`config.mk`:
```
export PLATFORM = sky130hd
export DESIGN_NAME = adder_sequencer
export DESIGN_NICKNAME = d
export VERILOG_FILES = /design/src/rtl/adder_sequencer.sv
export SDC_FILE = /design/constraint.sdc
export NUM_CORES = 1
export LEC_CHECK = 0
export CAP_MARGIN = 20
export CORE_MARGIN = 2
export CORE_UTILIZATION = 41
export CTS_CLUSTER_SIZE = 10
export DETAILED_ROUTE_END_ITERATION = 7
export PLACE_DENSITY = 0.8
export SYNTH_ARGS = -nofsm -noshare
export SYNTH_HDL_FRONTEND = slang
export SYNTH_SLANG_ARGS = --single-unit
export TNS_END_PERCENT = 10
```
`constraint.sdc`:
```
create_clock -name clk -period 2.4 [get_ports clk]
set_clock_uncertainty 0.2 [all_clocks]
set_input_delay 0.48 -clock clk [delete_from_list [all_inputs] [get_ports clk]]
set_output_delay 0.48 -clock clk [all_outputs]
set_load 0.02 [all_outputs]
```
`src/rtl/adder_sequencer.sv`:
```
// adder_sequencer: sequences operands into an external ripple adder, waits SETTLE_CYCLES, captures the sum.
// Define ADDER_SEQ_OVERFLOW_EN to build the signed overflow flag; otherwise overflow is tied to 0.
module adder_sequencer #(
  parameter int unsigned SETTLE_CYCLES = 2
) (
  input  logic        clk,
  input  logic        rst_n,
  input  logic        in_valid,
  output logic        in_ready,
  input  logic [31:0] a,
  input  logic [31:0] b,
  input  logic        sub,
  output logic [31:0] add_x,
  output logic [31:0] add_y,
  output logic        add_cin,
  input  logic [31:0] add_s,
  input  logic        add_cout,
  output logic        out_valid,
  input  logic        out_ready,
  output logic [31:0] result,
  output logic        carry,
  output logic        overflow
);
  typedef enum logic [1:0] {IDLE, SETTLE, DONE} state_t;
  localparam logic [3:0] CNT_INIT = 4'(SETTLE_CYCLES - 1);
  state_t      state_q, state_d;
  logic [3:0]  cnt_q, cnt_d;
  logic [31:0] add_x_q, add_x_d, add_y_q, add_y_d, result_q, result_d;
  logic        add_cin_q, add_cin_d, carry_q, carry_d;
  logic        capture;
  assign capture = (state_q == SETTLE) && (cnt_q == 4'd0);
  always_comb begin
    state_d   = state_q;
    cnt_d     = cnt_q;
    add_x_d   = add_x_q;
    add_y_d   = add_y_q;
    add_cin_d = add_cin_q;
    result_d  = result_q;
    carry_d   = carry_q;
    case (state_q)
      IDLE: if (in_valid) begin
        add_x_d   = a;
        add_y_d   = sub ? ~b : b;
        add_cin_d = sub;
        cnt_d     = CNT_INIT;
        state_d   = SETTLE;
      end
      SETTLE: if (capture) begin
        result_d = add_s;
        carry_d  = add_cout;
        state_d  = DONE;
      end else begin
        cnt_d = cnt_q - 4'd1;
      end
      DONE: state_d = out_ready ? IDLE : DONE;
      default: state_d = IDLE;
    endcase
  end
  always_ff @(posedge clk or negedge rst_n) begin
    if (!rst_n) begin
      state_q   <= IDLE;
      cnt_q     <= 4'd0;
      add_x_q   <= 32'd0;
      add_y_q   <= 32'd0;
      add_cin_q <= 1'b0;
      result_q  <= 32'd0;
      carry_q   <= 1'b0;
    end else begin
      state_q   <= state_d;
      cnt_q     <= cnt_d;
      add_x_q   <= add_x_d;
      add_y_q   <= add_y_d;
      add_cin_q <= add_cin_d;
      result_q  <= result_d;
      carry_q   <= carry_d;
    end
  end
  assign in_ready  = state_q == IDLE;
  assign out_valid = state_q == DONE;
  assign add_x     = add_x_q;
  assign add_y     = add_y_q;
  assign add_cin   = add_cin_q;
  assign result    = result_q;
  assign carry     = carry_q;
`ifdef ADDER_SEQ_OVERFLOW_EN
  logic overflow_q, overflow_d;
  // Signed overflow: operands agree in sign but the sum's sign differs.
  always_comb overflow_d = capture ? (add_x_q[31] == add_y_q[31]) && (add_s[31] != add_x_q[31]) : overflow_q;
  always_ff @(posedge clk or negedge rst_n) begin
    if (!rst_n) overflow_q <= 1'b0;
    else        overflow_q <= overflow_d;
  end
  assign overflow = overflow_q;
`else
  assign overflow = 1'b0;
`endif
endmodule
```
Word-level counts from Yosys, hierarchy flattened
Index checks and enable logic that the tools add are counted.
{"block": "op_classes", "mux": 8, "n_addsub": 1, "n_reduce_logical": 8, "n_bitwise": 1, "n_eq_ne": 5}
{"cell": "2-to-1 mux 32 bit", "n": 1}
{"cell": "inverter 32 bit", "n": 1}
{"cell": "2-to-1 mux 4 bit", "n": 2}
{"cell": "one-hot mux 4 bit (2 select lines)", "n": 1}
{"cell": "2-to-1 mux 2 bit", "n": 3}
{"cell": "inequality test 2 bit (second input constant)", "n": 3}
{"cell": "one-hot mux 2 bit (3 select lines)", "n": 1}
{"cell": "AND reduction 2 bit", "n": 3}
{"cell": "zero test 4 bit", "n": 1}
{"cell": "subtractor 4 x 1 -> 4 bit (second input constant)", "n": 1}
{"cell": "AND reduction 3 bit", "n": 1}
{"cell": "equality test 2 x 1 -> 1 bit (second input constant)", "n": 1}
{"cell": "equality test 2 bit (second input constant)", "n": 1}
{"cell": "zero test 2 bit", "n": 1}
{"cell": "nonzero test 2 bit", "n": 1}
{"cell": "logical AND 1 bit", "n": 1}
{"block": "totals", "in_bits": 102, "regBits": 104, "wordCells": 30, "out_inout_bits": 101}

Depth between registers and ports, before layout
{"block": "depth", "word_depth": 4, "depth_mapped": 6, "depth_no_buf": 5}

Least setup slack after synthesis
OpenSTA, ideal clock, no wires.
{"block": "synth_path", "kind": "flip-flop to flip-flop", "startpoint": "register cnt_q[0]", "endpoint": "register result_q[10] (netlist: result[10])", "arrival_ps": 1429, "t_required_ps": 2075, "stages_incl_launch_ff": 7, "period_less_slack_ps": 1754, "setup_time_ps": 125, "path_slack_ps": 646, "path_buffers": 1, "path_cell_list": "dfrtp_1 > inv_1 > ha_1 > nor3b_2 > nand2_4 > buf_6 > mux2_4"}
{"block": "synth_between", "elab_chain_cells": 3}
{"item": "start: declaration", "line": "27", "rtl": "logic [3:0] cnt_q, cnt_d;"}
{"item": "start signal: assignment", "line": "70", "rtl": "cnt_q <= cnt_d;"}
{"item": "zero test 4 bit", "line": "31", "rtl": "assign capture = (state_q == SETTLE) && (cnt_q == 4'd0);"}
{"item": "logical AND 1 bit", "line": "31"}
{"item": "AND reduction 2 bit (no line)"}
{"item": "end signal: assignment", "line": "74", "rtl": "result_q <= result_d;"}
{"item": "end: declaration", "line": "28", "rtl": "logic [31:0] add_x_q, add_x_d, add_y_q, add_y_d, result_q, result_d;"}
No other way between the ends.
A chain may end at the register's enable or synchronous reset.

Worst setup path in the final report
{"block": "layout_path", "startpoint": "register state_q[1]", "endpoint": "output port in_ready"}
{"block": "layout_between", "elab_chain_cells": 1}
{"item": "start: declaration", "line": "26", "rtl": "state_t state_q, state_d;"}
{"item": "start signal: assignment", "line": "69", "rtl": "state_q <= state_d;"}
{"item": "zero test 2 bit", "line": "78", "rtl": "assign in_ready = state_q == IDLE;"}
{"item": "end: declaration", "line": "9", "rtl": "output logic in_ready,"}
No other way between the ends.

==> flow_summary.toml <==
[clock_tree]
cts_setup_buffers = 0
clock_sinks = 104
clk_path_buf_depth = 2
clk_root_buffer_cell = "sky130_fd_sc_hd__clkbuf_8"
h-tree-depth = 3
cts_made_buffers = 9
cts_tree = "yes"
worstSkewPairLatency_ns = 0.35
clk_pin_slew_worst_paths_ns = 0.09

[job]
max_cap_violations = 0

[finish]
antenna-diode-count = 0
fin_nets = 621
postLayoutCoreUtil = 0.649
layout-drive-gt1-share = 0.184
mostFrequentLayoutCell = "sky130_fd_sc_hd__clkdlybuf4s50_1"
layout.cells.most_common_list = "sky130_fd_sc_hd__clkdlybuf4s50_1 (198), sky130_fd_sc_hd__dfrtp_1 (104), sky130_fd_sc_hd__mux2_2 (38), sky130_fd_sc_hd__nor2_1 (33)"
final_cell_area_mm2 = 0.00670
area.growth.synth_to_final_pct = 54.2

[sta]
tns_ns = 0
max_freq_mhz = 446
unrepaired_setup_endpoints_after_global_routing = "no"
least_margin_pin_slew_ns = 0.669
final.setup.worst_slack_ns = 0.160
slew_headroom = 0.554
slew_violations = 0
timing.final.crit_period_ns = 2.24
final.period_utilization = 0.934
report.final.hold_viol_count = 0
number_of_setup_violations_in_the_final_report = 0

[setup_path]
timing.critical_path.required_ns = 1.72
critical_path_peak_fanout = 6
r2r.worst_path.cells = 5
worstSetupPathType = "reg2out"
cp_arrival_ns = 1.56
startpoint_type = "flip-flop"
critPathCaptureType = "output port"

[global_route]
wire_length_of_the_first_global_routing_pass_um = 16000
groute.usage.overall = 0.179
number_of_global_route_vias_before_repair = 3217
grt_antenna_before_repair = 0
pin_count_of_the_biggest_net_entering_global_routing = 57
grt.overflow.total = 0

[floorplanning]
floorplan.rows = 37
initial_utilization = 0.421
dieWidth_um = 107
dieArea_mm2 = 0.0114
die-height_um = 107
boundaryPins = 203
design.core.area_mm2 = 0.0103

[power_and_ir_drop]
power.ir.vdd_worst_v = 0.000692
power.static_leakage_nw = 2.86
power-per-cell-area_mw_per_mm2 = 1370

[yosys]
synth-seq-area-share = 0.599
avgSynthCellArea_um2 = 13.8
netlist_instances = 314
synthDistinctLibCells = 28
synth_warn = 0
yosys-top-cells-area = "sky130_fd_sc_hd__dfrtp_1 (60%), sky130_fd_sc_hd__mux2_4 (10%), sky130_fd_sc_hd__mux2_2 (9.8%)"
synth_largest_area_cell = "sky130_fd_sc_hd__dfrtp_1"
postSynthRegisterBits = 104
yosysTopAreaCellShare = 0.599
postSynthNetCount = 418
post_synth_instance_area_mm2 = 0.00435

[status]
run_status = "completed"

[worst_hold_path]
timing.hold.worst.class = "reg2reg"
hold_path_depth = 1

[place]
globalplace.congestion = 0.748
dpl_worst_slack_ns = 0.119
io_buffers = 201
detailed_place.area_mm2 = 0.00649
dpl.hpwl_um = 7500

[routing]
detail_route.wirelength_um = 10200
wl_per_cell_um = 15.6
drcViolationCount = 0
drt-vias-per-instance = 4.73
drtAntennaViolNets = 0
drt_first_iter_violations = 86
drtPass1Iterations = 4
dr_total_vias = 3110
## synth_stat cells
master	count
sky130_fd_sc_hd__a21o_1	1
sky130_fd_sc_hd__nand3_1	3
sky130_fd_sc_hd__nand2_4	1
sky130_fd_sc_hd__ha_1	2
sky130_fd_sc_hd__and2b_4	1
sky130_fd_sc_hd__conb_1	1
sky130_fd_sc_hd__o21ai_0	1
sky130_fd_sc_hd__buf_2	11
sky130_fd_sc_hd__mux2_2	38
sky130_fd_sc_hd__nand2_1	1
sky130_fd_sc_hd__dfrtp_1	104
sky130_fd_sc_hd__mux2i_1	1
sky130_fd_sc_hd__nor2_1	33
sky130_fd_sc_hd__a21oi_1	32
sky130_fd_sc_hd__a22o_1	1
sky130_fd_sc_hd__nand2b_1	2
sky130_fd_sc_hd__buf_4	5
sky130_fd_sc_hd__xnor2_1	32
sky130_fd_sc_hd__mux2_4	29
sky130_fd_sc_hd__buf_6	3
sky130_fd_sc_hd__nor3b_1	1
sky130_fd_sc_hd__o21a_1	1
sky130_fd_sc_hd__nor3_1	2
sky130_fd_sc_hd__a32oi_1	1
sky130_fd_sc_hd__nor3b_2	1
sky130_fd_sc_hd__o21bai_1	1
sky130_fd_sc_hd__inv_1	4
sky130_fd_sc_hd__or3b_1	1
## per-stage QoR
stage          power (mW)  instances  hold slack (ns)
6_report             9.20        657            0.311
4_1_cts              9.31        657            0.314
3_5_place_dp         8.18        641            0.291
2_1_floorplan        5.90        314          -0.0156
3_3_place_gp         8.04        641            0.289
5_1_grt              9.73        657            0.334
## power by group
part	internal, mW	total [mW]	switching, mW
clock	0.510	1.09	0.581
sequential	2.64	3.17	0.526
combinational	2.68	4.94	2.26
## flip-flops by register name (all words and copies together) (netlist names)
| signal | flops |
|---|---|
| carry | 1 |
| add_y | 32 |
| state_q | 2 |
| add_x | 32 |
| result | 32 |
| cnt_q | 4 |
| add_cin | 1 |
## what timing repair did
| action | CTS | global route |
|---|---|---|
| hold endpoints to repair | 40 | 0 |
| setup endpoints to repair | 0 | 1 |
| gates resized for setup | 0 | 1 |
| hold buffers | 1 | 0 |
## layout make-up
class                      count  area [um2]
fill                         775        3620
clock inverter                 4        55.1
timing repair buffer         211        2110
multi-input combinational    187        1610
clock buffer                  11         141
inverter                       4        15.0
tap                          136         170
sequential                   104        2600
## critical path, stage by stage (launching register included)
cell	delay, ns
sky130_fd_sc_hd__dfrtp_1	0.46
sky130_fd_sc_hd__nor2_1	0.13
sky130_fd_sc_hd__clkdlybuf4s50_1	0.62
## layer usage
metal	vias up	global-route usage	routed length, um
li1	1455	-	-
met1	1515	0.218	4250
met2	123	0.299	5040
met3	17	0.0584	736
met4	0	0.0622	197
met5	-	0	0
## path summary, 6_finish.rpt
check | startpoint | to | slack, ns
setup / recovery | state_q[1] | in_ready | 0.16
hold / removal | add_x[15] | add_x[15] | 0.31
setup reg to reg | cnt_q[1] | result[27] | 0.31
hold reg to reg | add_x[15] | add_x[15] | 0.31
max in group asynchronous | rst_n | add_x[27] | 0.91
min in group asynchronous | rst_n | result[16] | 0.46
## logic make-up after synthesis
family                     Yosys count  synth area share
DFF                                104             0.599
adders and majority gates            2           0.00576
muxes                               68             0.201
other                                1          0.000863
AOI/OAI and AO/OA                   38            0.0472
buffers and inverters               23            0.0325
and+or+nand+nor                     46            0.0495
xor gates and xnor gates            32            0.0645
Power figures use the tool's default switching activity.
==> patch 1 (config.mk and constraints unchanged) <==
`result_q` no longer has a reset.
--- a/src/rtl/adder_sequencer.sv
+++ b/src/rtl/adder_sequencer.sv
@@ -63,7 +63,6 @@
       add_x_q   <= 32'd0;
       add_y_q   <= 32'd0;
       add_cin_q <= 1'b0;
-      result_q  <= 32'd0;
       carry_q   <= 1'b0;
     end else begin
       state_q   <= state_d;
@@ -71,9 +70,12 @@
       add_x_q   <= add_x_d;
       add_y_q   <= add_y_d;
       add_cin_q <= add_cin_d;
-      result_q  <= result_d;
       carry_q   <= carry_d;
     end
+  end
+
+  always_ff @(posedge clk) begin
+    result_q <= result_d;
   end
   assign in_ready  = state_q == IDLE;
   assign out_valid = state_q == DONE;
Behaviour: differs if rst_n is asserted again (counterexample within 4 cycles, from zero or initial values and one cycle with rst_n low); with rst_n held inactive, the same outputs for 10 cycles.
==> patch 1 against the unedited design <==
- count of clock-buffer cells in the layout decreased by 1
- total power down 15%
- wire length is 1.0% lower
- via count decreased by 7.4%
- synthesized area decreased by 7.3%
- sequential cell count is the same
- worst setup slack gained 170 ps
- design area decreased by 4.6%
==> patch 1: results (changes against the unedited design) <==
- CP max stage delay: 480 ps (was 620 ps)
- Proportion of layout cells with a drive suffix above 1: 11.0% (was 18.4%)
- Yosys Warn Count: 0 (unchanged)
- Post-detailed-route wirelength per cell: 16.2 um (was 15.6 um)
- Final period utilization: 86.4% (was 93.4%)
- Placed cells: 607 (was 641)
- Post-layout nets: 590 (was 621)
- Crit path max-delay cell type: dfrtp_1 (was clkdlybuf4s50_1)
- Unique cell type count in the Yosys netlist: 25 (was 28)
- Worst-case hold path end point: add_x[19] (was add_x[15])
- Status: finished clean (unchanged)
- Via count of the first global-routing pass: 2845 (was 3217)
- Hpwl dp: 7700 um (was 7500 um)
- Global-route wire length before repair: 14700 um (was 16000 um)
- Fin cells: 624 (was 657)
- Setup WS pre-CTS: 32.5 ps (was 119 ps)
- Total Routing Usage GR: 18.3% (was 17.9%)
- Synth area leaders: dfrtp_1 45%, edfxtp_1 24%, mux2_2 7.5% (was dfrtp_1 60%, mux2_4 10%, mux2_2 9.8%)
- Post-synthesis sequential area ratio: 68.6% (was 59.9%)
- Standby leakage power: 2.48 nW (was 2.86 nW)
- DRC marker count from the first detailed-route iteration: 77 (was 86)
- VDD IR max: 0.000527 V (was 0.000692 V)
- Cell area after placement: 6190 um^2 (was 6490 um^2)
- Worst Path Max Fanout: 7 (was 6)
- Most frequent cells after synthesis: 72 x dfrtp_1, 35 x nor2_1, 32 x a21oi_1, 32 x edfxtp_1, 32 x xnor2_1 (was 104 x dfrtp_1, 38 x mux2_2, 33 x nor2_1)
- Total vias in the final route: 2881 (was 3110)
- Synthesized area per cell: 14.2 um^2 (was 13.8 um^2)
- Pin count of the biggest net entering global routing: 48 (was 57)
- End of the worst register-to-register path: result[3] (was result[27])
- Number of synthesized flops with an enable pin: 32 (was 0)
- Reg2reg path depth: 6 (was 5)
- Count of cells resized by post-cts repair: 2 (was 0)
- Reg2Reg Setup Slack: 350 ps (was 310 ps)
- Final weighted congestion in routability-driven placement: 0.770 (was 0.748)
- Worst endpoint data arrival time: 1390 ps (was 1560 ps)
- Worst hold slack: 293 ps (was 311 ps)
- Async set or reset register ratio after synthesis: 69.2% (was 100%)
- Switching Share: 36.7% (was 36.6%)
- Source of the worst hold timing path: add_x[19] (was add_x[15])
- Largest delay contributor family on the critical path: flip-flops (was buffers and inverters)
- Synthesized Nets: 387 (was 418)
-- patch 1: routing by layer --
layer  GRT usage, %  wire (um)  part of all wire (%)  vias to the layer above
met5              0          0                     0                        -
met4           4.96         76                  0.75                        0
met3           5.83       1020                    10                        9
met2           31.6       5080                    50                      126
met1           22.3       3950                    39                     1381
li1               -          -                     -                     1365
-- patch 1: kinds of logic (layout without fill, tap and decap cells) --
kind of cell	count (synthesis)	in the layout	share of synthesized area [%]
fa+ha+maj	2	2	0.621
other cells	1	1	0.0931
xor+xnor	32	32	6.96
flops	104	104	68.6
compound gates	36	36	4.63
buf+inv	21	229	3.42
simple gates	52	52	5.96
mux	35	35	9.75
-- patch 1: layout make-up --
| class | instances | area, um^2 |
|---|---|---|
| inverters | 4 | 15.0 |
| multi-input cells | 158 | 1130 |
| clock buffers | 10 | 128 |
| fillers | 766 | 3250 |
| flip-flops and latches | 104 | 2760 |
| well taps | 133 | 166 |
| clock inverters | 6 | 66.3 |
| repair buffers | 209 | 2120 |
-- patch 1: worst max-delay path by stage --
stage | from | endpoint | cells after the start
floorplan | cnt_q[0] | result[0] | 5
detailed placement | in_valid | add_y[12] | 6
finish | state_q[1] | in_ready | 2
global route | cnt_q[0] | result[29] | 6
global placement | in_valid | add_y[17] | 6
CTS | state_q[0] | out_valid | 3
-- patch 1: power by group through the flow --
| stage | clock, mW | combinational (mW) | sequential (mW) |
|---|---|---|---|
| 2_1_floorplan | 0 | 1.16 | 3.78 |
| 3_3_place_gp | 0 | 3.70 | 2.99 |
| 3_5_place_dp | 0 | 3.81 | 3.02 |
| 4_1_cts | 1.11 | 3.80 | 2.99 |
| 5_1_grt | 1.19 | 4.01 | 3.08 |
| 6_report | 1.09 | 3.75 | 2.98 |
==> patch 2 (same settings) <==
Made on the original files. The option `ADDER_SEQ_OVERFLOW_EN` is turned on by a define.
--- a/src/rtl/adder_sequencer.sv
+++ b/src/rtl/adder_sequencer.sv
@@ -1,5 +1,7 @@
 // adder_sequencer: sequences operands into an external ripple adder, waits SETTLE_CYCLES, captures the sum.
 // Define ADDER_SEQ_OVERFLOW_EN to build the signed overflow flag; otherwise overflow is tied to 0.
+`define ADDER_SEQ_OVERFLOW_EN
+
 module adder_sequencer #(
   parameter int unsigned SETTLE_CYCLES = 2
 ) (
Function: changed (a bounded check fails within 4 cycles, from zero or initial values and one cycle with rst_n low).
==> patch 2 against the unedited design <==
- design area increased by 1.7%
- global-route usage increased by 0.40 points
- wire length increased by 1.2%
- synthesized area increased by 1.0%
- synthesized cell count increased by 1.9%
- critical path depth unchanged
- register-to-register slack got worse by 70 ps
- non-clock buffer count decreased by 1
- worst setup slack got worse by 57 ps
- sequential cell count increased by 1
- total power increased by 4.5%
- largest power group unchanged
- highest routed layer unchanged
==> patch 2: results (changes against the unedited design) <==
- Via/cell ratio: 4.72 (was 4.73)
- Worst-margin pin slew: 518 ps (was 669 ps)
- Source-to-sink clock delay at the later pin of the worst-skew pair: 360 ps
- Non-clock buffers, area share: 31.2% (was 31.5%)
- Global-route wire length before repair: 16300 um (was 16000 um)
- End of the worst register-to-register path: result[10] (was result[27])
- Synthesized Nets: 423 (was 418)
- Post-CTS clock slew at the launch and capture registers of the worst setup and hold paths: 90 ps (about the same)
- Most frequent cells after synthesis: 105 x dfrtp_1, 38 x mux2_2, 34 x nor2_1 (was 104 x dfrtp_1, 38 x mux2_2, 33 x nor2_1)
- Count of buffers from port buffering: 202 (was 201)
- Clock Buffer Count: 10 (was 11)
- Worst endpoint data arrival time: 1620 ps (was 1560 ps)
- Filler cells: 796 (was 775)
- Switching Share: 35.9% (was 36.6%)
- Placed cells: 646 (was 641)
- Unique cell type count in the Yosys netlist: 27 (was 28)
- Count of inverters other than clock inverters in the layout: 3 (was 4)
- Seq cells post-synth: 105 (was 104)
- Clock buffer and inverter area fraction after layout: 3.56% (was 2.93%)
- Reg2Reg Launch Point: cnt_q[0] (was cnt_q[1])
- Non-clock buffer instance count of the final layout: 210 (was 211)
- Hpwl dp: 7710 um (was 7500 um)
- Standby leakage power: 2.89 nW (was 2.86 nW)
- Post-synthesis sequential area ratio: 59.8% (was 59.9%)
- Fin cells: 663 (was 657)
- Final weighted congestion in routability-driven placement: 0.728 (was 0.748)
- Post-layout nets: 625 (was 621)
- Reg2reg path depth: 6 (was 5)
- Worst Path Max Fanout: 11 (was 6)
- Largest delay contributor family on the critical path: buffers and inverters (unchanged)
- Register share of the cell area: 38.6% (was 38.8%)
- Share of cell area taken by multi-input logic gates: 24.0% (about the same)
- Proportion of layout cells with a drive suffix above 1: 18.6% (was 18.4%)
- Post-detailed-route wirelength per cell: 15.6 um (about the same)
- Source of the worst hold timing path: add_x[28] (was add_x[15])
- DRC marker count from the first detailed-route iteration: 107 (was 86)
- Via count of the first global-routing pass: 3209 (was 3217)
- Synth area leaders: dfrtp_1 60%, mux2_4 9.9%, mux2_2 9.7% (was dfrtp_1 60%, mux2_4 10%, mux2_2 9.8%)
- Initial antenna violation count: 0 (unchanged)
- Reg2Reg Setup Slack: 240 ps (was 310 ps)
- Total Routing Usage GR: 18.3% (was 17.9%)
- Count of multi-input gates: 193 (was 187)
- Worst-case hold path end point: add_x[28] (was add_x[15])
- Status: finished clean (unchanged)
- Startpoint of the worst setup timing path: state_q[0] (was state_q[1])
- Crit path max-delay cell type: clkdlybuf4s50_1 (unchanged)
- VDD IR max: 0.000803 V (was 0.000692 V)
- Pin count of the biggest net entering global routing: 48 (was 57)
## patch 2: changes by cell type in the layout (fill, tap and decap cells not counted), moves of 2 or more
cell	before	now
bufinv_16	1	3
clkinv_2	0	3
buf_12	2	4
clkinv_4	2	0
nand2_1	1	6
buf_4	8	4
## patch 2: per-layer routing
layer | wire (um) | GRT usage (%)
met3 | 859 | 6.17
met1 | 4130 | 22.1
met4 | 178 | 6.96
met5 | 0 | 0
met2 | 5180 | 30.3
## patch 2: stage by stage
step | area, um^2 | hold slack [ps] | setup slack [ps] | power (mW)
6_report | 6820 | 312 | 102 | 9.62
5_1_grt | 6820 | 325 | 21.0 | 10.2
3_3_place_gp | 6560 | 273 | 214 | 8.25
2_1_floorplan | 4390 | -15.6 | 562 | 6.05
4_1_cts | 6820 | 316 | 68.6 | 9.75
3_5_place_dp | 6560 | 273 | 149 | 8.41
## patch 2: power groups by stage
| stage | Sequential (mW) | Combinational (mW) | Clock, mW |
|---|---|---|---|
| 2_1_floorplan | 4.21 | 1.84 | 0 |
| 3_5_place_dp | 3.26 | 5.14 | 0 |
| 5_1_grt | 3.34 | 5.41 | 1.41 |
| 3_3_place_gp | 3.22 | 5.03 | 0 |
| 6_report | 3.22 | 5.10 | 1.30 |
| 4_1_cts | 3.24 | 5.16 | 1.35 |
## patch 2: cell families (layout without fill, tap and decap cells)
logic type / after synthesis / in the layout / share of synthesized area [%]
DFF: 105 / 105 / 59.8
muxes: 68 / 68 / 19.9
and+or+nand+nor: 55 / 55 / 6.24
AOI/OAI and AO/OA: 37 / 37 / 4.36
xor gates and xnor gates: 32 / 32 / 6.38
buffers and inverters: 22 / 229 / 3.02
adders and majority gates: 1 / 1 / 0.285
## patch 2: repair_timing
item	in CTS	in global routing
hold buffers	1	0
setup endpoints to repair	1	0
hold endpoints to repair	36	0
resized for setup	2	0
